`src/rtl/expr_vec_pkg.sv`:
```
// Shared definitions for the expression-block vector driver: operand/result
// field tables, LFSR/MISR constants and step functions, FSM state type.
package expr_vec_pkg;

  localparam int unsigned N_OPS     = 12;
  localparam int unsigned N_RES     = 18;
  localparam int unsigned AB_W      = 60;
  localparam int unsigned Y_W       = 90;
  localparam int unsigned FLD_MAX_W = 6;

  // Operand fields a0..a5,b0..b5 packed MSB-first on ab_o
  localparam int unsigned OP_WIDTH  [N_OPS] = '{4, 5, 6, 4, 5, 6, 4, 5, 6, 4, 5, 6};
  localparam int unsigned OP_OFFSET [N_OPS] = '{56, 51, 45, 41, 36, 30, 26, 21, 15, 11, 6, 0};

  // Result fields y0..y17 packed MSB-first on y_i
  localparam int unsigned RES_WIDTH [N_RES] = '{4, 5, 6, 4, 5, 6, 4, 5, 6,
                                               4, 5, 6, 4, 5, 6, 4, 5, 6};
  localparam int unsigned RES_OFFSET[N_RES] = '{86, 81, 75, 71, 66, 60, 56, 51, 45,
                                               41, 36, 30, 26, 21, 15, 11, 6, 0};

  localparam logic [63:0] LFSR_MASK = 64'hD800_0000_0000_0000;
  localparam logic [31:0] MISR_POLY = 32'h04C1_1DB7;
  localparam logic [31:0] MISR_INIT = 32'hFFFF_FFFF;

  typedef enum logic [1:0] {IDLE, RUN, DRAIN, REPORT} state_t;

  function automatic logic [63:0] lfsr_next(input logic [63:0] s);
    return {1'b0, s[63:1]} ^ (s[0] ? LFSR_MASK : 64'h0);
  endfunction

  function automatic logic [31:0] misr_next(input logic [31:0] sig, input logic [Y_W-1:0] y);
    logic [31:0] f;
    f = y[31:0] ^ y[63:32] ^ {6'b0, y[89:64]};
    return {sig[30:0], 1'b0} ^ (sig[31] ? MISR_POLY : 32'h0) ^ f;
  endfunction

endpackage

```
`src/rtl/expr_y_unpack.sv`:
```
// Splits the 90-bit packed result bus into its 18 fields (zero-extended to
// 6 bits) and flags each field that is all-zero. o_fld[j] is y<j>;
// o_zero[i] refers to y<17-i> so bit order matches the packed bus.
module expr_y_unpack
  import expr_vec_pkg::*;
(
  input  logic [Y_W-1:0]       i_y,
  output logic [FLD_MAX_W-1:0] o_fld [N_RES],
  output logic [N_RES-1:0]     o_zero
);

  // Field extraction by table lookup
  always_comb begin
    o_zero = '0;
    for (int unsigned j = 0; j < N_RES; j++) begin
      o_fld[j] = FLD_MAX_W'((i_y >> RES_OFFSET[j]) & ((Y_W'(1) << RES_WIDTH[j]) - Y_W'(1)));
      o_zero[N_RES-1-j] = (o_fld[j] == '0);
    end
  end

endmodule

```
`src/rtl/expr_vector_driver.sv`:
```
// Vector driver for an expression block: issues LFSR operand vectors,
// compresses the LAT-delayed results into a MISR signature and offers it on
// a valid/ready port. Optional per-field toggle coverage is built when
// EXPR_DRIVER_FIELD_CHECK_EN is defined; otherwise cov_mask is tied to 0.
module expr_vector_driver
  import expr_vec_pkg::*;
#(
  parameter int unsigned NUM_VECTORS = 256,
  parameter logic [63:0] SEED        = 64'h1,
  parameter int unsigned LAT         = 0
) (
  input  logic            clk,
  input  logic            reset,
  input  logic            start,
  output logic [AB_W-1:0] ab_o,
  input  logic [Y_W-1:0]  y_i,
  output logic            busy,
  output logic            done,
  output logic [15:0]     vec_count,
  output logic            sig_valid,
  input  logic            sig_ready,
  output logic [31:0]     sig_data,
  output logic [17:0]     cov_mask
);

  localparam logic [63:0] SEED_EFF   = (SEED == 64'h0) ? 64'h1 : SEED;
  localparam logic [15:0] LAST_IDX   = 16'(NUM_VECTORS - 1);
  localparam logic [1:0]  LAT_IDX    = 2'(LAT);
  localparam logic [1:0]  DRAIN_LAST = 2'(LAT - 1);

  state_t      r_state;
  logic [63:0] r_lfsr;
  logic        r_busy;
  logic        r_done;
  logic [15:0] r_vec_count;
  logic        r_sig_valid;
  logic [31:0] r_misr;
  logic [2:0]  r_vshift;
  logic [1:0]  r_drain_cnt;

  logic        w_issue;
  logic        w_capture;
  logic        w_start_ok;
  logic [63:0] w_lfsr_next;

  assign w_issue     = (r_state == RUN);
  assign w_start_ok  = (r_state == IDLE) && start;
  assign w_lfsr_next = lfsr_next(r_lfsr);

  // Pick the issue tag delayed by LAT cycles to mark capture cycles
  always_comb begin
    w_capture = w_issue;
    case (LAT_IDX)
      2'd0:    w_capture = w_issue;
      2'd1:    w_capture = r_vshift[0];
      2'd2:    w_capture = r_vshift[1];
      default: w_capture = r_vshift[2];
    endcase
  end

  // Run FSM with LFSR, MISR, issue tag shift register and counters.
  // r_lfsr is cleared outside a run so ab_o reads 0 in IDLE.
  always_ff @(posedge clk) begin
    if (reset) begin
      r_state     <= IDLE;
      r_lfsr      <= '0;
      r_busy      <= 1'b0;
      r_done      <= 1'b0;
      r_vec_count <= '0;
      r_sig_valid <= 1'b0;
      r_misr      <= '0;
      r_vshift    <= '0;
      r_drain_cnt <= '0;
    end else begin
      r_done   <= 1'b0;
      r_vshift <= {r_vshift[1:0], w_issue};
      if (w_capture) begin
        r_misr <= misr_next(r_misr, y_i);
      end
      case (r_state)
        IDLE: begin
          if (w_start_ok) begin
            r_state     <= RUN;
            r_busy      <= 1'b1;
            r_lfsr      <= SEED_EFF;
            r_misr      <= MISR_INIT;
            r_vec_count <= '0;
          end
        end
        RUN: begin
          r_vec_count <= r_vec_count + 16'd1;
          if (r_vec_count == LAST_IDX) begin
            r_drain_cnt <= '0;
            if (LAT == 0) begin
              r_state     <= REPORT;
              r_sig_valid <= 1'b1;
            end else begin
              r_state <= DRAIN;
            end
          end else begin
            r_lfsr <= w_lfsr_next;
          end
        end
        DRAIN: begin
          if (r_drain_cnt == DRAIN_LAST) begin
            r_state     <= REPORT;
            r_sig_valid <= 1'b1;
          end else begin
            r_drain_cnt <= r_drain_cnt + 2'd1;
          end
        end
        REPORT: begin
          if (sig_ready) begin
            r_sig_valid <= 1'b0;
            r_done      <= 1'b1;
            r_busy      <= 1'b0;
            r_lfsr      <= '0;
            r_state     <= IDLE;
          end
        end
        default: r_state <= IDLE;
      endcase
    end
  end

  assign ab_o      = r_lfsr[AB_W-1:0];
  assign busy      = r_busy;
  assign done      = r_done;
  assign vec_count = r_vec_count;
  assign sig_valid = r_sig_valid;
  assign sig_data  = r_misr;

`ifdef EXPR_DRIVER_FIELD_CHECK_EN
  logic [FLD_MAX_W-1:0] w_fld [N_RES];
  logic [N_RES-1:0]     w_zero;
  logic [N_RES-1:0]     w_nz;
  logic [N_RES-1:0]     r_seen_zero;
  logic [N_RES-1:0]     r_seen_nz;

  expr_y_unpack u_unpack (
    .i_y    (y_i),
    .o_fld  (w_fld),
    .o_zero (w_zero)
  );

  // Nonzero flags in cov_mask bit order (bit i <-> y<17-i>)
  always_comb begin
    w_nz = '0;
    for (int unsigned i = 0; i < N_RES; i++) begin
      w_nz[i] = |w_fld[N_RES-1-i];
    end
  end

  // Accumulate zero / nonzero sightings per field over a run
  always_ff @(posedge clk) begin
    if (reset) begin
      r_seen_zero <= '0;
      r_seen_nz   <= '0;
    end else if (w_start_ok) begin
      r_seen_zero <= '0;
      r_seen_nz   <= '0;
    end else if (w_capture) begin
      r_seen_zero <= r_seen_zero | w_zero;
      r_seen_nz   <= r_seen_nz | w_nz;
    end
  end

  assign cov_mask = r_seen_zero & r_seen_nz;
`else
  assign cov_mask = '0;
`endif

endmodule

```
`config.mk`:
```
export PLATFORM = sky130hd
export DESIGN_NAME = expr_vector_driver
export DESIGN_NICKNAME = d
export VERILOG_FILES = /design/src/rtl/expr_vec_pkg.sv /design/src/rtl/expr_y_unpack.sv /design/src/rtl/expr_vector_driver.sv
export SDC_FILE = /design/constraint.sdc
export NUM_CORES = 1
export LEC_CHECK = 0
export CORE_AREA = 4 4 123 125
export CTS_CLUSTER_DIAMETER = 30
export DETAILED_ROUTE_END_ITERATION = 10
export DIE_AREA = 0 0 127 129
export DONT_BUFFER_PORTS = 1
export HOLD_SLACK_MARGIN = 0.15
export PLACE_DENSITY_LB_ADDON = 0.25
export SLEW_MARGIN = 20
export SYNTH_ARGS = -nofsm -noshare
export SYNTH_HDL_FRONTEND = slang
export SYNTH_SLANG_ARGS = --single-unit
export TNS_END_PERCENT = 50
```
`constraint.sdc`:
```
create_clock -name clk -period 1.9 [get_ports clk]
set_input_delay 0.38 -clock clk [delete_from_list [all_inputs] [get_ports clk]]
set_output_delay 0.38 -clock clk [all_outputs]
set_load 0.02 [all_outputs]
```
* After elaboration in Yosys (flattened, before gate mapping) *
Cells that the tools add are included.

word-level totals
  bits in latches = 0
  memories = 0
  RAM bits = 0
  bits of input ports = 94
  flip-flop bits (word level) = 119
  bits in read-only memories = 0

cells by class
  magnitude comparators = 0
  shifts and indexed selects = 0
  reduce and logical (&&, ||, !) cells = 14
  multipliers = 0
  eq/ne operators = 11
  multiplexer cells = 26
  bitwise operators = 6
  add/subtract/negate cells = 2
  div/mod/pow operators = 0

operator list
  operator               count
  $mux 64                4
  $pmux 64 s3            1
  $mux 32                3
  $xor 32x32->32         2
  $xor 63x64->64         1
  $pmux 16 s2            1
  $xor 32x26->32         1
  $xor 32x27->32         1
  $mux 27                1
  $add 16x1->16 const B  1
  $eq 16x8->1 const B    1
  $mux 16                1
  $mux 2                 6
  $reduce_and 4->1       3
  $ne 2x2->1 const B     5
  $pmux 2 s4             1
  $eq 2x2->1 const B     3
  $reduce_and 3->1       2
  $reduce_bool 2->1      3
  $reduce_bool 3->1      2
  $mux 1                 5
  $pmux 2 s2             1
  $pmux 1 s3             1
  $add 2x1->2 const B    1
  other kinds (8)        8

* Longest topological paths before layout *
Gate-level depths: netlist of the first run.

  word-level depth = 6
  depth in mapped cells = 8

* Least setup slack after synthesis of the first run *
No wires, ideal clock.

  path kind = reg2reg
  from = register r_state[0]
  to = register r_lfsr[10]
  buffers on the path = 1
  data required time = 1,766 ps
  arrival time = 1,938 ps
  clock period less this slack = 2,072 ps
  stages on the path, launching flop included = 8
  setup time = 134 ps
  path slack = -172 ps
  cell sequence = dfxtp_1 -> inv_1 -> ha_1 -> nor2b_1 -> nor3_2 -> a21boi_1 -> clkbuf_1 -> o22ai_1

on the way
  word-level cells in the longest chain between the ends = 4
  elaborated cells on any way between the ends = 10

RTL lines
  item                               RTL line                                            RTL
  start: declaration                 expr_vector_driver.sv:31                            state_t r_state;
  start signal: assignment           expr_vector_driver.sv:65                            r_state <= IDLE;
  start signal: assignment           expr_vector_driver.sv:83                            r_state <= RUN;
  start signal: assignment           expr_vector_driver.sv:95                            r_state <= REPORT;
  $logic_not 2->1                    expr_vector_driver.sv:47, expr_vector_driver.sv:80
  $logic_and 1x1->1                  expr_vector_driver.sv:47                            assign w_start_ok = (r_state == IDLE) && start;
  $ne 2x2->1 (no source line)        n/a
  $reduce_and 4->1 (no source line)  n/a
  end signal: assignment             expr_vector_driver.sv:101                           r_lfsr <= w_lfsr_next;
  end: declaration                   expr_vector_driver.sv:32                            logic [63:0] r_lfsr;

Several ways; a longest one is shown, not always the timed one.
A chain may end at the register's enable or synchronous reset.

* Final worst setup path of the first run *
  from = register r_state[0]
  to = register r_vec_count[15], in the netlist vec_count[15]

on the way
  word-level cells in the longest chain between the ends = 4
  elaborated cells on any way between the ends = 7

RTL lines
  item                               RTL line                                            RTL
  $logic_not 2->1                    expr_vector_driver.sv:47, expr_vector_driver.sv:80
  $logic_and 1x1->1                  expr_vector_driver.sv:47
  $ne 2x2->1 (no source line)        n/a
  $reduce_and 2->1 (no source line)  n/a
  end signal: assignment             expr_vector_driver.sv:91                            r_vec_count <= r_vec_count + 16'd1;
  end: declaration                   expr_vector_driver.sv:35                            logic [15:0] r_vec_count;

Several ways; a longest one is shown, not always the timed one.

==> results by stage, run 1 <==
Clock network:
- The maximum buffer depth of the clock tree is 2.
- The TritonCTS clock tree is built.
- The clock reaches the later pin of the worst-skew pair after about 0.40 ns.
- After clock tree synthesis, the clock-pin slew on the worst setup and hold paths is 0.06 ns.
- The clock net in this run drives a total of 119 sinks.
- CTS built an H-tree with a depth of 4.
- The cell at the root of the clock tree is sky130_fd_sc_hd__clkbuf_16.
- The number of buffers inserted during clock tree synthesis is 17.

Layout:
- From synthesis to final layout, the design area changed by 11.0%.
- The final instance count without filler cells is 820.
- The share of final-layout standard cells stronger than drive strength 1 is 14.7%.
- The final standard cell area without fillers is 0.00686 sq mm.
- The most frequent standard cell in the layout excluding fill and tap cells is sky130_fd_sc_hd__dfxtp_1.
- 0 antenna diodes ended up in the layout.
- The number of nets in the layout is 732.
- In the layout the commonest cells are 116 x sky130_fd_sc_hd__dfxtp_1, 76 x sky130_fd_sc_hd__xnor2_1, 66 x sky130_fd_sc_hd__nand2b_1.

GRT:
- The via count of the first global-routing pass is 4316.
- The aggregate global routing overflow is 0.
- The number of antenna violations at the first check in global routing is 0.
- The first global-routing pass estimated 21900 um of wire.
- The aggregate global-route resource usage is 16.6%.
- Entering global routing, the biggest net connects 74 pins.

Routing:
- The per-cell via count in the routed design is ~5.3.
- The total detailed-routing wirelength is 14800 um.
- The first TritonRoute pass finished after 5 iterations.
- The total DRC errors in the routed layout is 0.
- The average wire length per cell after detail routing is 18.0 um.
- The count of nets left with antenna violations once routing finished came out at 0.
- The routed layout has 4360 vias.
- The detailed router finished its first iteration with 239 violations.

Hold path:
- In this run the most critical hold path is launched from reset.
- The path class of the tightest hold or removal check is input pin to register.

Yosys:
- The number of warnings reported in the yosys synthesis log is 0.
- The average cell area after synthesis is 9.30 sq um.
- The compound-cell area share of the yosys netlist is 13.3%.
- The post-synth design cell area is 0.00618 sq mm.
- The cell type with the largest total area after synthesis is sky130_fd_sc_hd__dfxtp_1.
- Of the total synthesized cell area, the portion taken by full adders, half adders and majority gates is 1.82%.
- Summed over its instances, the top area cell type makes up 38.5% of the synthesized netlist area.
- By area the synthesized netlist is led by sky130_fd_sc_hd__dfxtp_1 39%, sky130_fd_sc_hd__xnor2_1 11%, sky130_fd_sc_hd__buf_4 9.5%, sky130_fd_sc_hd__nand2b_1 6.7%, sky130_fd_sc_hd__o22ai_1 5.8%.
- The number of different library cells in the post-synthesis netlist is 45.
- The xor and xnor fraction of the mapped netlist area is 16.4%.
- Yosys mapped a number of flops with a built-in enable equal to 0.
- The sequential element share of the synthesized area is about 39%.
- The synthesized netlist devotes 13.9% of its cell area to simple gates.
- After synthesis, the largest family of logic cells by area is XOR/XNOR gates.
- The async set-reset flop share out of synthesis is 0%.
- The synthesized netlist cell count is roughly 670.
- The leading register cell type out of synthesis is sky130_fd_sc_hd__dfxtp_1.
- The mux contribution to synthesized area is 3.44%.
- Counting flops and latches in the post-synthesis netlist gives 119.

Placement:
- The placement-stage worst setup slack is -0.100 ns.
- Input and output buffers added on the ports amount to 0.
- The number of cells after detailed placement is 782.
- The HPWL after detailed placement is 9980 um.
- The congestion estimate from routability-driven global placement came to 0.883.
- The total placed instance area is 0.00608 sq mm.

Worst setup path:
- The setup slack of the worst register-to-register path is 0.02 ns.
- The type of element capturing the critical path is a register.
- The number of cells on the worst reg-to-reg path is 6.
- Of all nets on the critical path, the largest fanout is 8.
- At the worst endpoint, the arrival time is roughly 2.2 ns.
- The type of the worst setup path is register to register.
- The worst setup path is launched from a register.
- The endpoint identified for the worst register-to-register timing path is vec_count[15].
- The worst setup path startpoint is r_state[0].
- The slowest stage of the critical path belongs to the cell sky130_fd_sc_hd__or4_1.
- The largest single stage delay on the critical path is between 0.4 and 0.5 ns.
- For the worst setup path, the data required time is 2.24 ns.
- The worst flop-to-flop path startpoint is r_state[0].
- Walking the worst path, the cells encountered are inv_2, ha_2, mux2i_1, or3_4, or4_1, a21oi_1.
- The critical path ends at vec_count[15].

STA:
- The max-slew violation count is 0.
- For the pin with the worst max-slew slack, the measured transition is 0.531 ns.
- Setup repair after global routing could not meet its margin everywhere.
- The setup-violating endpoint count in the final report is 0.
- In the finished design, the share of the clock period the worst path needs comes to between 90 and 100%.
- Counting I/O delays and the setup requirement, the final critical path takes 1.88 ns.
- For this run, the top clock speed supported by timing is 531 MHz.
- The worst slew margin relative to its limit is 64.5%.
- The worst path setup slack after routing is between 0.015 and 0.02 ns.
- The count of endpoints failing hold in the final timing report is 0.
- The worst setup skew after layout is 0.00716 ns.
- For the final routed database, the setup TNS stands at 0 ns.

Pwr:
- The combinational power share is a little under two fifths.
- The switching power share of the total is 37.8%.
- The maximum resistive drop on vdd is approximately 0.00087 V.
- Of the total power, the clock network draws about 28%.
- Cell internal power was estimated by the tool at approximately 7 mW.
- The part of the power in registers is 34.1%.
- The power per cell area is around 1600 mW/mm^2.
- The total power is 11.0 mW.
- The leakage dissipation is approximately 2.5 nW.
- The power dissipated by switching net loads is a little over 4 mW.

Die:
- In this run the core area contains 43 standard-cell rows.
- The placeable core region is 0.0139 sq mm.
- The starting density of the core is 44.5%.
- The total die area is 0.0164 sq mm.
- In this run the count of I/O pins placed on the die edge is 223.
- The die is 127 um wide.
- The vertical die dimension is 129 um.

Job:
- The number of max-capacitance violations reported is 0.

Outcome:
- The flow ran to the end, and the final reports show no timing, DRC or antenna violations.
metal layers:
metal | vias up | share of wire [%] | GRT usage [%]
met3 | 7 | 9.1 | 7.06
li1 | 2124 | - | -
met1 | 2066 | 40 | 19.2
met5 | - | 0 | 0
met4 | 0 | 0.73 | 5.17
met2 | 163 | 50 | 28.1
critical path, delay by kind of cell, from the launching register on:
kind	cells	cell delay, ns
flops	1	0.37
fa+ha+maj	1	0.20
buf+inv	1	0.04
compound gates	1	0.15
mux	1	0.15
simple gates	2	0.90
worst min-delay path by stage:
stage | to | cells after the start
floorplan | r_lfsr[61] | 2
detailed placement | sig_data[21] | 1
CTS | r_state[1] | 2
global route | r_lfsr[63] | 2
finish | r_state[1] | 2
global placement | sig_data[18] | 1
kinds of logic (layout without fill, tap and decap cells):
| logic type | count (synthesis) | in the layout |
|---|---|---|
| compound gates | 127 | 127 |
| xor+xnor | 108 | 108 |
| fa+ha+maj | 9 | 9 |
| buf+inv | 126 | 84 |
| flops | 119 | 119 |
| mux | 21 | 21 |
| other cells | 1 | 18 |
| simple gates | 154 | 154 |
repair_timing:
| item | 4_1_cts | 5_1_grt |
|---|---|---|
| gates cloned | 0 | 3 |
| gates resized for setup | 3 | 16 |
| setup endpoints to repair | 3 | 67 |
| pin swaps | 0 | 1 |
| endpoints found under the hold margin | 45 | 0 |
| buffers inserted | 0 | 3 |
| hold buffers | 2 | 0 |
area by class of cell:
type	instances	area [sq um]
Timing Repair Buffer	46	470
Fill cell	1300	7020
Tap cell	180	225
Clock inverter	13	133
Sequential cell	119	2390
Clock buffer	17	425
Inverter	8	30.0
Multi-Input combinational cell	437	3190
Yosys cell counts, types with 2 or more instances:
cell / n
sky130_fd_sc_hd__xor2_1: 27
sky130_fd_sc_hd__nand2_1: 18
sky130_fd_sc_hd__a21oi_1: 29
sky130_fd_sc_hd__a311oi_1: 2
sky130_fd_sc_hd__o21ai_0: 9
sky130_fd_sc_hd__xnor3_1: 5
sky130_fd_sc_hd__buf_2: 6
sky130_fd_sc_hd__nor4_1: 5
sky130_fd_sc_hd__ha_1: 9
sky130_fd_sc_hd__xnor2_1: 76
sky130_fd_sc_hd__a221oi_1: 12
sky130_fd_sc_hd__o211ai_1: 2
sky130_fd_sc_hd__o22ai_1: 57
sky130_fd_sc_hd__mux2_1: 2
sky130_fd_sc_hd__inv_1: 8
sky130_fd_sc_hd__or4_1: 2
sky130_fd_sc_hd__and4_1: 2
sky130_fd_sc_hd__nor2_1: 31
sky130_fd_sc_hd__and3_1: 5
sky130_fd_sc_hd__nor3_1: 2
sky130_fd_sc_hd__nand2b_1: 66
sky130_fd_sc_hd__buf_1: 5
sky130_fd_sc_hd__nor3b_1: 3
sky130_fd_sc_hd__nand3_1: 6
sky130_fd_sc_hd__o32ai_1: 6
sky130_fd_sc_hd__clkbuf_1: 29
sky130_fd_sc_hd__buf_4: 78
sky130_fd_sc_hd__dfxtp_1: 119
sky130_fd_sc_hd__o31ai_1: 2
sky130_fd_sc_hd__nor2b_1: 6
sky130_fd_sc_hd__a31oi_1: 2
sky130_fd_sc_hd__or3_1: 3
sky130_fd_sc_hd__mux2i_1: 19
power groups by stage:
stage	Sequential [mW]	Clock [mW]	Combinational, mW
6_report	3.75	3.05	4.21
5_1_grt	3.82	3.23	4.60
3_3_place_gp	3.80	0	3.62
3_5_place_dp	3.82	0	3.72
2_1_floorplan	3.63	0	2.90
4_1_cts	3.77	3.13	3.76
metrics by stage:
stage          util [%]  hold WS (ns)
6_report           49.4         0.186
5_1_grt            49.4         0.173
4_1_cts            48.2         0.150
3_5_place_dp       43.8         0.472
3_3_place_gp       43.8         0.468
2_1_floorplan         -         0.465
flip-flops by register name, indices dropped and copies added, names as in the netlist:
signal,flops
busy,1
done,1
r_drain_cnt,2
r_lfsr,64
r_state,2
sig_data,32
sig_valid,1
vec_count,16
Power figures use the tool's default switching activity.
==> inputs of run 2 (changes only) <==
clock period = 2.05 ns   (was 1.9 ns; I/O delays follow)
==> results by stage, run 2 (synthesis results as in run 1) <==
Routing:
- The DRC violation total after the first TritonRoute iteration is 153 (was 239).
- The count of vias placed by the detailed router was 4353 (was 4360).
- The number of antenna-violating nets in the routed design is 0 (unchanged).
- The average wire length per cell after detail routing is 17.2 um (was 18.0 um).
- The total DRC errors in the routed layout is 0 (unchanged).
- The count of TritonRoute iterations in the first routing pass is 4 (was 5).
- The total detailed-routing wirelength was 13900 um (was 14800 um).
- The per-cell via count in the routed design came to 5.37 (was 5.32).

GRT:
- The wire length of the first global-routing pass is 21600 um (was 21900 um).
- The aggregate global routing overflow was 0 (unchanged).
- The via count of the first global-routing pass is 4321 (was 4316).
- The maximum number of pins on one net before global-route repair is 74 (unchanged).
- The aggregate global-route resource usage is 16.4% (was 16.6%).
- The number of antenna violations at the first check in global routing is 0 (unchanged).

Placement:
- The number of cells after detailed placement is 777 (was 782).
- The port buffer count is 0 (unchanged).
- The global placer's final weighted congestion is 0.847 (was 0.883).
- The total placed instance area is 0.00602 sq mm (was 0.00608 sq mm).
- The HPWL after detailed placement is 9850 um (was 9980 um).

Worst setup path:
- The capture point of the worst reg-to-reg path is vec_count[15] (unchanged).
- The setup slack of the worst register-to-register path is 0.11 ns (was 0.02 ns).
- The type of the worst setup path is register to register (unchanged).
- The startpoint type of the worst setup path was a register (unchanged).
- The worst-case reg-to-reg path depth is 6 (unchanged).
- The highest fanout seen on the critical path is 8 (unchanged).
- The slowest cell on the critical path is sky130_fd_sc_hd__or4_1 (unchanged).
- The critical path data required time was 2.40 ns (was 2.24 ns).
- The largest stage delay on the critical path came to 0.48 ns (about the same).
- CP Cell Sequence: inv_1, ha_1, mux2i_1, or3_4, or4_1, a21oi_1 (was inv_2, ha_2, mux2i_1, or3_4, or4_1, a21oi_1).
- The type of element capturing the critical path was a register (unchanged).
- The arrival time of the worst setup path is 2.29 ns (was 2.22 ns).
- The worst flop-to-flop path startpoint is r_state[1] (was r_state[0]).

Die:
- The starting density of the core is 44.5% (unchanged).
- The vertical die dimension is 129 um (unchanged).
- The placement row count came to 43 (unchanged).
- The placeable core region is 0.0139 sq mm (unchanged).
- The width of the die came to 127 um (unchanged).
- The I/O pin count is 223 (unchanged).
- The total die area is 0.0164 sq mm (unchanged).

Layout:
- The count of filler cells inserted in the layout is 1316 (was 1300).
- The number of nets in the layout is 721 (was 732).
- The final standard cell utilization of the core is 47.7% (was 49.4%).
- The area of all sequential standard cells is 0.00238 sq mm (was 0.00239 sq mm).
- The final antenna diode count is 0 (unchanged).
- The multi-input gate area in the final layout is 0.00312 sq mm (was 0.00319 sq mm).
- The largest register by flop count was r_lfsr (unchanged).
- The layout overhead on the synthesized area was 7.18% (was 11.0%).
- The final instance count without filler cells came to 811 (was 820).
- The most frequent standard cell in the layout excluding fill and tap cells is sky130_fd_sc_hd__dfxtp_1 (unchanged).
- The final standard cell area without fillers is 0.00663 sq mm (was 0.00686 sq mm).
- The number of flip-flops under the largest register name is 64 (unchanged).
- Commonest non-fill, non-tap cells in the layout: 119 x sky130_fd_sc_hd__dfxtp_1, 76 x sky130_fd_sc_hd__xnor2_1, 66 x sky130_fd_sc_hd__nand2b_1 (was 116 x sky130_fd_sc_hd__dfxtp_1, 76 x sky130_fd_sc_hd__xnor2_1, 66 x sky130_fd_sc_hd__nand2b_1).
- The share of final-layout standard cells stronger than drive strength 1 is 11.9% (was 14.7%).

Clock network:
- The number of buffers inserted during clock tree synthesis is 17 (unchanged).
- The cell at the root of the clock tree is sky130_fd_sc_hd__clkbuf_16 (unchanged).
- The latest clock arrival within the worst-skew pair was 0.42 ns (was 0.40 ns).
- The TritonCTS clock tree is built (unchanged).
- The total number of clock tree sinks was 119 (unchanged).
- The maximum buffer depth of the clock tree is 2 (unchanged).
- The clock slew at the register clock pins of the worst setup and hold paths is 0.06 ns (about the same).
- The CTS H-tree depth came to 4 (unchanged).
- The post-CTS setup buffer count is 0 (unchanged).

Outcome:
- Status: finished, final reports clean (unchanged).

STA:
- The maximum achievable frequency is 515 MHz (was 531 MHz).
- The worst slew margin relative to its limit is 63.1% (was 64.5%).
- The final period demand of the worst path is 1.94 ns (was 1.88 ns).
- The max-slew violation count is 0 (unchanged).
- The total negative slack for setup checks came to 0 ns (unchanged).
- Unrepaired setup endpoints after global routing: false (was true).
- The slew of the pin with the lowest slew margin is 0.552 ns (was 0.531 ns).
- The worst setup skew after layout came to 0.0101 ns (was 0.00716 ns).
- The fraction of the cycle the final worst path needs is 94.7% (was 99.1%).
- The worst hold margin was 0.197 ns (was 0.186 ns).
- The count of endpoints failing hold in the final timing report is 0 (unchanged).
- The setup-violating endpoint count in the final report is 0 (unchanged).

Hold path:
- The worst min-delay path category is input pin to register (unchanged).
- The end point of the worst hold path is busy (was r_state[1]).
- The launch point of the worst hold path is sig_ready (was reset).
- The hold-critical path depth is 3 (was 2).

Pwr:
- The leakage dissipation is 2.38 nW (was 2.50 nW).
- The power per cell area is 1450 mW/mm^2 (was 1600 mW/mm^2).
- The maximum resistive drop on vdd came to 0.000556 V (was 0.000866 V).

Job:
- The number of max-capacitance violations reported is 0 (unchanged).
==> run 2: cell count changes in the layout (fill, tap and decap cells not counted), sizes merged <==
cell / change
buf: -8
clkinv: -3
clkinvlp: +3
bufinv: -1
clkbuf: -1
inv: +1
==> run 2: power by group <==
part           total, mW  switching (mW)  internal (mW)
logic               3.37            1.83           1.55
registers           3.44           0.764           2.67
clock network       2.82            1.12           1.70
==> run 2: how the worst max path moves through the flow <==
stage | depth (start not counted) | endpoint | slack, ns | from
after CTS | 6 | vec_count[15] | 0.03 | r_state[1]
after floorplan | 7 | vec_count[15] | 0.06 | r_state[0]
after global placement | 4 | r_state[0] | 0.15 | vec_count[10]
final | 6 | vec_count[15] | 0.11 | r_state[1]
after detailed placement | 6 | vec_count[15] | 0.07 | r_state[1]
after global routing | 8 | r_lfsr[52] | 0.02 | r_state[1]
==> run 2: timing repair <==
action,4_1_cts,5_1_grt
hold buffers,2,0
endpoints found under the hold margin,45,0
gates resized for setup,0,3
endpoints found under the setup margin,0,53
==> run 2: critical path, delay by kind of cell (launching register included) <==
kind,cells,cell delay (ns)
buffers and inverters,1,0.08
AND/OR/NAND/NOR,2,0.91
multiplexers,1,0.17
AO/OA/AOI/OAI,1,0.14
flip-flops,1,0.33
adder cells (fa/ha/maj),1,0.26
==> run 2: stage by stage <==
step / setup slack [ns] / power [mW]
floorplan: 0.0570 / 6.04
global placement: 0.147 / 6.77
global route: 0.0171 / 10.2
finish: 0.109 / 9.63
CTS: 0.0324 / 9.74
detailed placement: 0.0672 / 6.85
==> run 2: cell type report <==
type                       count  area share (%)
inverter                       8           0.453
clock inverter                13            1.85
multi-input combinational    437            47.1
clock buffer                  19            6.68
timing repair buffer          35            4.57
sequential                   119            36.0
tap                          180            3.40
==> run 2: per-layer routing <==
metal / global-route usage, % / share of wire [%] / routed length (um) / vias to the layer above
met5: 0 / 0 / 0 / -
met4: 6.62 / 1.6 / 221 / 0
met3: 6.27 / 8.7 / 1220 / 19
met2: 27.3 / 49 / 6800 / 161
met1: 19.1 / 41 / 5710 / 2063
li1: - / - / - / 2110
==> inputs of run 3 (changes only) <==
CORE_AREA = 4 4 111 113   (was 4 4 123 125)
DIE_AREA = 0 0 115 117   (was 0 0 127 129)
==> results by stage, run 3 (synthesis results as in run 1) <==
Outcome:
- Status: finished, final reports clean (unchanged).

Layout:
- Commonest non-fill, non-tap cells in the layout: 117 x sky130_fd_sc_hd__dfxtp_1, 76 x sky130_fd_sc_hd__xnor2_1, 66 x sky130_fd_sc_hd__nand2b_1 (was 119 x sky130_fd_sc_hd__dfxtp_1, 76 x sky130_fd_sc_hd__xnor2_1, 66 x sky130_fd_sc_hd__nand2b_1).
- The layout overhead on the synthesized area is 12.7% (was 7.18%).
- The most frequent standard cell in the layout excluding fill and tap cells is sky130_fd_sc_hd__dfxtp_1 (unchanged).
- The largest register by flop count is r_lfsr (unchanged).
- The final standard cell utilization of the core came to 61.5% (was 47.7%).
- The count of filler cells inserted in the layout is 936 (was 1316).
- The number of nets in the layout is 732 (was 721).
- The share of final-layout standard cells stronger than drive strength 1 is 14.0% (was 11.9%).
- The final antenna diode count was 0 (unchanged).
- The number of flip-flops under the largest register name is 64 (unchanged).

STA:
- The worst setup skew after layout is 0.00786 ns (was 0.0101 ns).
- The count of endpoints failing hold in the final timing report is 0 (unchanged).
- The fraction of the cycle the final worst path needs was 98.4% (was 94.7%).
- The worst slew margin relative to its limit is 64.1% (was 63.1%).
- The worst path setup slack after routing is 0.0326 ns (was 0.109 ns).
- The slew of the pin with the lowest slew margin came to 0.538 ns (was 0.552 ns).
- The setup-violating endpoint count in the final report is 0 (unchanged).
- The final period demand of the worst path is 2.02 ns (was 1.94 ns).
- The maximum achievable frequency is 496 MHz (was 515 MHz).
- The max-slew violation count came to 0 (unchanged).

Routing:
- The count of vias placed by the detailed router is 4466 (was 4353).
- The average wire length per cell after detail routing is 18.7 um (was 17.2 um).
- The count of TritonRoute iterations in the first routing pass is 4 (unchanged).
- The per-cell via count in the routed design is 5.69 (was 5.37).
- The number of antenna-violating nets in the routed design came to 0 (unchanged).
- The total detailed-routing wirelength was 14700 um (was 13900 um).
- The DRC violation total after the first TritonRoute iteration was 219 (was 153).
- The total DRC errors in the routed layout came to 0 (unchanged).

Placement:
- The placement-stage worst setup slack is -0.0211 ns (was 0.0672 ns).
- The global placer's final weighted congestion was 0.810 (was 0.847).
- The HPWL after detailed placement was 9470 um (was 9850 um).
- The port buffer count is 0 (unchanged).

GRT:
- The number of antenna violations at the first check in global routing is 0 (unchanged).
- The via count of the first global-routing pass is 4212 (was 4321).
- The aggregate global routing overflow is 0 (unchanged).
- The wire length of the first global-routing pass is 20800 um (was 21600 um).
- The maximum number of pins on one net before global-route repair was 74 (unchanged).
- The aggregate global-route resource usage is 19.1% (was 16.4%).

Clock network:
- The latest clock arrival within the worst-skew pair is 0.40 ns (was 0.42 ns).
- The total number of clock tree sinks came to 119 (unchanged).
- The number of buffers inserted during clock tree synthesis came to 17 (unchanged).
- The cell at the root of the clock tree is sky130_fd_sc_hd__clkbuf_16 (unchanged).
- The CTS H-tree depth is 4 (unchanged).
- The TritonCTS clock tree is built (unchanged).
- The maximum buffer depth of the clock tree was 2 (unchanged).
- The clock slew at the register clock pins of the worst setup and hold paths is 0.06 ns (about the same).

Die:
- The starting density of the core is 54.6% (was 44.5%).
- The total die area is 0.0135 sq mm (was 0.0164 sq mm).
- The width of the die is 115 um (was 127 um).
- The I/O pin count was 223 (unchanged).
- The vertical die dimension is 117 um (was 129 um).
- The placement row count is 39 (was 43).
- The placeable core region is 0.0113 sq mm (was 0.0139 sq mm).

Worst setup path:
- By instance count, the cell type seen most on the critical path is sky130_fd_sc_hd__buf_4.
- The highest fanout seen on the critical path was 20 (was 8).
- The worst setup path startpoint was r_state[1] (unchanged).
- The buffer and inverter count on the worst path came to 4 (was 1).
- The largest stage delay on the critical path is 0.37 ns (was 0.48 ns).
- The type of the worst setup path is register to register (unchanged).
- The setup slack of the worst register-to-register path was 0.03 ns (was 0.11 ns).
- The startpoint type of the worst setup path is a register (unchanged).
- The slowest cell on the critical path is sky130_fd_sc_hd__dfxtp_4 (was sky130_fd_sc_hd__or4_1).
- The worst flop-to-flop path startpoint is r_state[1] (unchanged).
- The arrival time of the worst setup path is 2.33 ns (was 2.29 ns).
- The type of element capturing the critical path is a register (unchanged).
- The critical path data required time is 2.37 ns (was 2.40 ns).
- CP Cell Sequence: inv_1, ha_2, buf_4, nor2b_1, nor3_2, buf_4, nand2_8, clkbuf_16, o22ai_1 (was inv_1, ha_1, mux2i_1, or3_4, or4_1, a21oi_1).
- The category of cells accounting for the largest share of critical-path delay is buffers and inverters (was simple AND/OR/NAND/NOR gates).

Job:
- The number of max-capacitance violations reported is 0 (unchanged).

Pwr:
- The power per cell area was 1570 mW/mm^2 (was 1450 mW/mm^2).
- The total power was 11.0 mW (was 9.63 mW).
- The leakage dissipation is 2.59 nW (was 2.38 nW).
- The maximum resistive drop on vdd was 0.000679 V (was 0.000556 V).

Hold path:
- The worst min-delay path category is input pin to register (unchanged).
- The launch point of the worst hold path was reset (was sig_ready).
[run 3: cell count changes in the layout (fill, tap and decap cells not counted), moves of 2 or more]
cell	previous run	this run
sky130_fd_sc_hd__buf_12	3	5
sky130_fd_sc_hd__bufinv_16	1	5
sky130_fd_sc_hd__clkinvlp_4	7	0
sky130_fd_sc_hd__dfxtp_1	119	117
sky130_fd_sc_hd__buf_6	0	2
sky130_fd_sc_hd__clkbuf_16	17	24
sky130_fd_sc_hd__clkinv_4	1	4
[run 3: per-stage QoR]
step / instances / hold slack [ns] / setup TNS (ns) / area (sq um)
2_1_floorplan: 682 / 0.465 / 0 / 6250
3_3_place_gp: 739 / 0.477 / 0 / 5950
3_5_place_dp: 739 / 0.484 / -0.0706 / 5950
4_1_cts: 773 / 0.198 / 0 / 6660
5_1_grt: 785 / 0.197 / -0.202 / 6970
6_report: 785 / 0.218 / 0 / 6970
[run 3: layout make-up]
class | count | area (sq um) | area share, %
tap | 143 | 179 | 2.57
timing repair buffer | 46 | 541 | 7.76
clock buffer | 19 | 453 | 6.50
clock inverter | 13 | 216 | 3.11
sequential | 119 | 2390 | 34.3
multi-input combinational | 437 | 3160 | 45.4
inverter | 8 | 30.0 | 0.431
[run 3: layer usage]
metal,vias to the layer above,global-route usage [%],routed length (um)
li1,2142,-,-
met1,2129,21.9,5900
met2,182,33.0,7390
met3,13,7.92,1200
met4,0,5.24,163
met5,-,0,0
[run 3: final timing paths]
path / depth (start not counted) / endpoint
max: 9 / r_lfsr[54]
max reg2reg: 9 / r_lfsr[54]
min: 2 / r_state[1]
min reg2reg: 2 / r_lfsr[61]
[run 3: timing repair]
action / 4_1_cts / 5_1_grt
gates resized for setup: 3 / 14
buffers inserted: 0 / 3
pin swaps: 0 / 1
endpoints found under the setup margin: 61 / 67
hold buffers: 2 / 0
hold endpoints to repair: 45 / 0
gates cloned: 0 / 9
[run 3: power by group]
group	switching, mW	internal, mW	total, mW	leakage [nW]
Combinational	2.09	2.07	4.16	1.29
Clock	1.10	2.24	3.34	0.329
Sequential	0.775	2.68	3.46	0.970
